--- src/rtl/dm_arb_pkg.sv ---
// Shared definitions for the data-memory arbiter: default widths and FSM state encoding.
package dm_arb_pkg;

  localparam int unsigned AW_DEF = 5;
  localparam int unsigned DW_DEF = 32;

  typedef enum logic [1:0] {
    IDLE  = 2'd0,
    ISSUE = 2'd1,
    RESP  = 2'd2
  } state_e;

endpackage

--- src/rtl/dm_arb_if.sv ---
// Requester/memory bundle for dm_arb; slave is the arbiter side, master the requester + memory side.
interface dm_arb_if #(
  parameter int unsigned AW = dm_arb_pkg::AW_DEF,
  parameter int unsigned DW = dm_arb_pkg::DW_DEF
);

  logic          req0, req1;
  logic          we0, we1;
  logic [AW-1:0] addr0, addr1;
  logic [DW-1:0] wdata0, wdata1;
  logic          gnt0, gnt1;
  logic          done0, done1;
  logic [DW-1:0] rdata;
  logic          busy;
  logic [AW-1:0] mem_A;
  logic [DW-1:0] mem_D;
  logic          mem_Memwrite;
  logic          mem_Memtoreg;
  logic [DW-1:0] mem_out;

  modport slave (
    input  req0, req1, we0, we1, addr0, addr1, wdata0, wdata1, mem_out,
    output gnt0, gnt1, done0, done1, rdata, busy,
           mem_A, mem_D, mem_Memwrite, mem_Memtoreg
  );

  modport master (
    output req0, req1, we0, we1, addr0, addr1, wdata0, wdata1, mem_out,
    input  gnt0, gnt1, done0, done1, rdata, busy,
           mem_A, mem_D, mem_Memwrite, mem_Memtoreg
  );

endinterface

--- src/rtl/dm_arb_rr_pick2.sv ---
// Two-way round-robin picker: a sole requester wins, a tie goes to the one not granted last.
module rr_pick2 (
  input  logic req0,
  input  logic req1,
  input  logic last,
  output logic winner,
  output logic valid
);

  always_comb begin
    valid  = req0 | req1;
    winner = (req0 & req1) ? ~last : req1;
  end

endmodule

--- src/rtl/dm_arb.sv ---
// Two-requester data-memory arbiter: IDLE -> ISSUE -> RESP, one access per three cycles.
module dm_arb
  import dm_arb_pkg::*;
#(
  parameter int unsigned AW = AW_DEF,
  parameter int unsigned DW = DW_DEF
) (
  input  logic    Clk,
  input  logic    Reset,
  dm_arb_if.slave bus
);

  state_e        state_q, state_d;
  logic          owner_q, owner_d;
  logic          last_q,  last_d;
  logic          we_q,    we_d;
  logic [AW-1:0] addr_q,  addr_d;
  logic [DW-1:0] wdata_q, wdata_d;
  logic [DW-1:0] rdata_q, rdata_d;

  logic pick_winner;
  logic pick_valid;

  rr_pick2 u_pick (
    .req0   (bus.req0),
    .req1   (bus.req1),
    .last   (last_q),
    .winner (pick_winner),
    .valid  (pick_valid)
  );

  always_ff @(posedge Clk or negedge Reset) begin
    if (!Reset) begin
      state_q <= IDLE;
      owner_q <= 1'b0;
      last_q  <= 1'b1;
      we_q    <= 1'b0;
      addr_q  <= '0;
      wdata_q <= '0;
      rdata_q <= '0;
    end else begin
      state_q <= state_d;
      owner_q <= owner_d;
      last_q  <= last_d;
      we_q    <= we_d;
      addr_q  <= addr_d;
      wdata_q <= wdata_d;
      rdata_q <= rdata_d;
    end
  end

  // addr_q/wdata_q only load on a grant, so they double as the held mem_A/mem_D values.
  always_comb begin
    state_d = state_q;
    owner_d = owner_q;
    last_d  = last_q;
    we_d    = we_q;
    addr_d  = addr_q;
    wdata_d = wdata_q;
    rdata_d = rdata_q;
    case (state_q)
      IDLE: begin
        if (pick_valid) begin
          state_d = ISSUE;
          owner_d = pick_winner;
          last_d  = pick_winner;
          we_d    = pick_winner ? bus.we1    : bus.we0;
          addr_d  = pick_winner ? bus.addr1  : bus.addr0;
          wdata_d = pick_winner ? bus.wdata1 : bus.wdata0;
        end
      end
      ISSUE: state_d = RESP;
      RESP: begin
        state_d = IDLE;
        if (!we_q) rdata_d = bus.mem_out;
      end
      default: state_d = IDLE;
    endcase
  end

  // Memory read data lands after the ISSUE edge, so rdata bypasses mem_out during RESP
  // and the captured copy holds it from then on.
  always_comb begin
    bus.gnt0         = (state_q != IDLE) && !owner_q;
    bus.gnt1         = (state_q != IDLE) &&  owner_q;
    bus.done0        = (state_q == RESP) && !owner_q;
    bus.done1        = (state_q == RESP) &&  owner_q;
    bus.busy         = (state_q != IDLE);
    bus.mem_Memwrite = (state_q == ISSUE) &&  we_q;
    bus.mem_Memtoreg = (state_q == ISSUE) && !we_q;
    bus.mem_A        = addr_q;
    bus.mem_D        = wdata_q;
    bus.rdata        = ((state_q == RESP) && !we_q) ? bus.mem_out : rdata_q;
  end

endmodule

--- src/flat_wrapper.sv ---
// flat-port wrapper written by rule: the top's interface ports become plain ports
module dm_arb_flat import dm_arb_pkg::*;
#(
  parameter int unsigned AW = AW_DEF,
  parameter int unsigned DW = DW_DEF
)
  (Clk, Reset, bus_req0, bus_req1, bus_we0, bus_we1, bus_addr0, bus_addr1, bus_wdata0, bus_wdata1, bus_mem_out, bus_gnt0, bus_gnt1, bus_done0, bus_done1, bus_rdata, bus_busy, bus_mem_A, bus_mem_D, bus_mem_Memwrite, bus_mem_Memtoreg);
  dm_arb_if #(.AW(AW), .DW(DW)) bus_i ();
  input  logic Clk;
  input  logic Reset;
  input wire logic [$bits(bus_i.req0)-1:0] bus_req0;
  input wire logic [$bits(bus_i.req1)-1:0] bus_req1;
  input wire logic [$bits(bus_i.we0)-1:0] bus_we0;
  input wire logic [$bits(bus_i.we1)-1:0] bus_we1;
  input wire logic [$bits(bus_i.addr0)-1:0] bus_addr0;
  input wire logic [$bits(bus_i.addr1)-1:0] bus_addr1;
  input wire logic [$bits(bus_i.wdata0)-1:0] bus_wdata0;
  input wire logic [$bits(bus_i.wdata1)-1:0] bus_wdata1;
  input wire logic [$bits(bus_i.mem_out)-1:0] bus_mem_out;
  output wire logic [$bits(bus_i.gnt0)-1:0] bus_gnt0;
  output wire logic [$bits(bus_i.gnt1)-1:0] bus_gnt1;
  output wire logic [$bits(bus_i.done0)-1:0] bus_done0;
  output wire logic [$bits(bus_i.done1)-1:0] bus_done1;
  output wire logic [$bits(bus_i.rdata)-1:0] bus_rdata;
  output wire logic [$bits(bus_i.busy)-1:0] bus_busy;
  output wire logic [$bits(bus_i.mem_A)-1:0] bus_mem_A;
  output wire logic [$bits(bus_i.mem_D)-1:0] bus_mem_D;
  output wire logic [$bits(bus_i.mem_Memwrite)-1:0] bus_mem_Memwrite;
  output wire logic [$bits(bus_i.mem_Memtoreg)-1:0] bus_mem_Memtoreg;
  assign bus_i.req0 = bus_req0;
  assign bus_i.req1 = bus_req1;
  assign bus_i.we0 = bus_we0;
  assign bus_i.we1 = bus_we1;
  assign bus_i.addr0 = bus_addr0;
  assign bus_i.addr1 = bus_addr1;
  assign bus_i.wdata0 = bus_wdata0;
  assign bus_i.wdata1 = bus_wdata1;
  assign bus_i.mem_out = bus_mem_out;
  assign bus_gnt0 = bus_i.gnt0;
  assign bus_gnt1 = bus_i.gnt1;
  assign bus_done0 = bus_i.done0;
  assign bus_done1 = bus_i.done1;
  assign bus_rdata = bus_i.rdata;
  assign bus_busy = bus_i.busy;
  assign bus_mem_A = bus_i.mem_A;
  assign bus_mem_D = bus_i.mem_D;
  assign bus_mem_Memwrite = bus_i.mem_Memwrite;
  assign bus_mem_Memtoreg = bus_i.mem_Memtoreg;
  dm_arb #(.AW(AW), .DW(DW)) u_core (.Clk(Clk), .Reset(Reset), .bus(bus_i));
endmodule
--- config.mk ---
export PLATFORM = sky130hd
export DESIGN_NAME = dm_arb_flat
export DESIGN_NICKNAME = d
export VERILOG_FILES = /design/src/rtl/dm_arb_pkg.sv /design/src/rtl/dm_arb_if.sv /design/src/rtl/dm_arb_rr_pick2.sv /design/src/rtl/dm_arb.sv /design/src/flat_wrapper.sv
export SDC_FILE = /design/constraint.sdc
export NUM_CORES = 1
export LEC_CHECK = 0
export CAP_MARGIN = 10
export CORE_MARGIN = 1
export CORE_UTILIZATION = 40
export DETAILED_ROUTE_END_ITERATION = 8
export GPL_ROUTABILITY_DRIVEN = 1
export HOLD_SLACK_MARGIN = 0.02
export PLACE_DENSITY = 0.85
export SYNTH_ARGS = -nofsm -noshare
export SYNTH_HDL_FRONTEND = slang
export SYNTH_SLANG_ARGS = --single-unit
--- constraint.sdc ---
create_clock -name Clk -period 2.35 [get_ports Clk]
set_input_delay 0.705 -clock Clk [delete_from_list [all_inputs] [get_ports Clk]]
set_output_delay 0.705 -clock Clk [all_outputs]
set_load 0.02 [all_outputs]
==> metrics.yaml <==
floorplan:
  rows: 34
  start_util_pct: 41.7
  io-pin-count: 188
  fp.dieArea_sq_um: 9570
  fp.dieH_um: 97.8
  core-area_sq_um: 8810
  die_w_um: 97.8
routing:
  viasPerCell: 4.91
  drt_pass1_iterations: 6
  vias: 2820
  ant_nets: 0
  wl_mm: 9.71
  drt-initial-drc-count: 107
  wl_per_cell_um: 16.9
  drc: 21
finish:
  seqCellArea_sq_um: 1850
  synthToLayoutAreaGrowth_pct: 74.1
  final_cells: 574
  fin_util_pct: 72.6
  fillCellCount: 614
  nets: 573
  multi_input_area_sq_um: 1860
  drive_gt1_share_pct: 48.7
  n_antenna_cell: 0
critical_path:
  critPathLaunch: "u_core.state_q[0]$_DFFE_PN0P_"
  slowest_stage: "dfrtp_1"
  crit_fanout: 8
  cp.required_ns: 1.64
  timing.rr.start: "u_core.state_q[0]$_DFFE_PN0P_"
  cp-start-kind: "register"
  r2r_cells: 8
  rrSetupSlack_ns: 0.51
  endpoint_kind: "primary output"
  crit_type: "register to primary output"
  worstPathCellList: "nand2b_4 -> nor2_4 -> buf_12 -> clkbuf_16 -> mux2_4 -> buf_6"
  critPathCapture: "bus_rdata[21]"
  crit_arrival_ns: 1.77
  critPathTopFamily: "buffers and inverters"
  timing.rr.end: "u_core.rdata_q[2]$_DFFE_PN0P_"
  max_stage_delay_ns: 0.38
  crit_cells: 6
  cp_num_buf_inv: 3
logic_synthesis:
  synth_seq_cells: 74
  synth_cells: 245
  ys_async_sr_fraction_pct: 100
  netlist_top_cells_count: "mux2_2 (122), dfrtp_1 (73), mux2_4 (18), buf_2 (12), nor2_1 (5)"
  synth_enable_flop_cells: 0
  synth_top_area_share_pct: 49.7
  syn_area_sq_um: 3670
  synth.most_common_cell: "mux2_2"
  synth_top_area_cell: "dfrtp_1"
  synth_area_leaders: "dfrtp_1 (50%), mux2_2 (37%), mux2_4 (7.4%)"
  avgSynthCellArea_sq_um: 15.0
  syn_nets: 357
  seq_area_frac_synth_pct: 50.5
  synth_cell_type_count: 17
  synth_ff_type: "dfrtp_1"
  synth_warnings: 0
clock_network:
  cts_tree: "yes"
  cts_max_level: 3
  cts_made_buffers: 9
  cts.path.max_buffers: 2
  clk_pin_slew_ns: 0.08
  cts.sinks: 74
  clk_latency_ns: 0.34
  clockRootBuffer: "clkbuf_8"
  cts_hold_buffers: 0
flow_run:
  maxCapViolCount: 0
hold_path:
  hold_class: "input port to async pin"
timing:
  relSlewSlack_pct: 70.0
  worst_pin_slew_ns: 0.449
  max_freq_ghz: 0.405
  whs_ns: 0.302
  finalCritPeriodShare_pct: 105
  skew_ns: 0.00773
  hold_viol_final: 0
  min_period_ns: 2.47
  finalWorstSetupSlack_ns: -0.121
  slew_viol_final: 0
  setup_viol: 32
  rsz0062_at_grt: "yes"
placement:
  io_buffers: 187
  place.gp.congestion: 0.771
  dp_hpwl_mm: 6.92
  placed_cells: 544
  place_ws_ns: -0.317
run_status:
  violations: "design-rule violations, negative setup slack"
  status: "finished with violations"
pwr:
  vdd_drop_max_v: 0.000961
  cellPowerDensity_nw_per_um2: 1360
  p_leak_nw: 2.77
global_route:
  antenna_found_initial: 0
  gr-usage-all-layers_pct: 20.6
  grt_max_degree: 43
  grt_pass1_wl_mm: 15.3
  grt_pass1_vias: 3025
  grt_overflow: 0
## sequential cells by signal, indices dropped and copies added, names as in the netlist
signal,flops
u_core.bus.mem_A,5
u_core.bus.mem_D,32
u_core.last_q,1
u_core.owner_q,1
u_core.rdata_q,32
u_core.state_q,2
u_core.we_q,1
## area by class of cell
class	count	share of cell area (%)
Clock inverter	4	0.803
Multi-Input combinational cell	155	29.1
Clock buffer	12	2.27
Inverter	2	0.117
Tap cell	108	2.11
Timing Repair Buffer	219	36.6
Sequential cell	74	29.0
## metal layers
| metal | wire length [um] | track usage, % | vias to the layer above | part of all wire, % |
|---|---|---|---|---|
| met3 | 525 | 5.44 | 10 | 5.4 |
| met1 | 3790 | 22.9 | 1410 | 39 |
| met4 | 136 | 6.88 | 0 | 1.4 |
| met5 | 0 | 0 | - | 0 |
| met2 | 5250 | 38.2 | 81 | 54 |
| li1 | - | - | 1319 | - |
## cells by family after synthesis
| logic type | share of synthesized area [%] |
|---|---|
| multiplexers | 44.8 |
| flip-flops | 50.5 |
| buffers and inverters | 2.45 |
| AND/OR/NAND/NOR | 1.36 |
| AO/OA/AOI/OAI | 0.954 |
## worst min-delay path by stage
stage	to	from	slack, ns
6_report	u_core.bus.mem_D[20]$_DFFE_PN0P_	Reset	0.30
5_1_grt	u_core.bus.mem_D[20]$_DFFE_PN0P_	Reset	0.32
4_1_cts	u_core.bus.mem_D[20]$_DFFE_PN0P_	Reset	0.30
3_5_place_dp	u_core.bus.mem_D[27]$_DFFE_PN0P_	u_core.bus.mem_D[27]$_DFFE_PN0P_	0.49
3_3_place_gp	u_core.rdata_q[18]$_DFFE_PN0P_	u_core.rdata_q[18]$_DFFE_PN0P_	0.48
2_1_floorplan	u_core.bus.mem_A[0]$_DFFE_PN0P_	Reset	0.41
## power by group
group	internal, mW	switching (mW)
clock network	0.521	0.466
logic	3.20	2.25
registers	1.94	0.340
## placed cells by master (no fill, tap or decap), types with 3 or more instances in the layout
cell type,synthesis,routed
dlygate4sd2_1,0,4
clkdlybuf4s50_1,0,147
buf_16,0,3
nor2_1,5,4
dfrtp_1,73,73
buf_4,0,18
clkbuf_8,0,10
buf_6,2,33
mux2_2,122,93
mux2_4,18,47
buf_12,0,8
## metrics by stage
step / total power, mW / setup TNS [ns] / instance area (sq um)
finish: 8.72 / -2.95 / 6390
global route: 9.17 / -5.48 / 6390
CTS: 8.22 / -4.82 / 6110
detailed placement: 7.14 / -9.30 / 5810
global placement: 7.01 / -8.77 / 5810
floorplan: 4.95 / 0 / 3670
## timing repair
action | 4_1_cts | 5_1_grt
pin swaps | 1 | 1
gates resized for setup | 175 | 70
buffers inserted | 6 | 3
endpoints found under the setup margin | 39 | 35
gates cloned | 3 | 2
No activity file was read; power rests on OpenSTA's default activity.
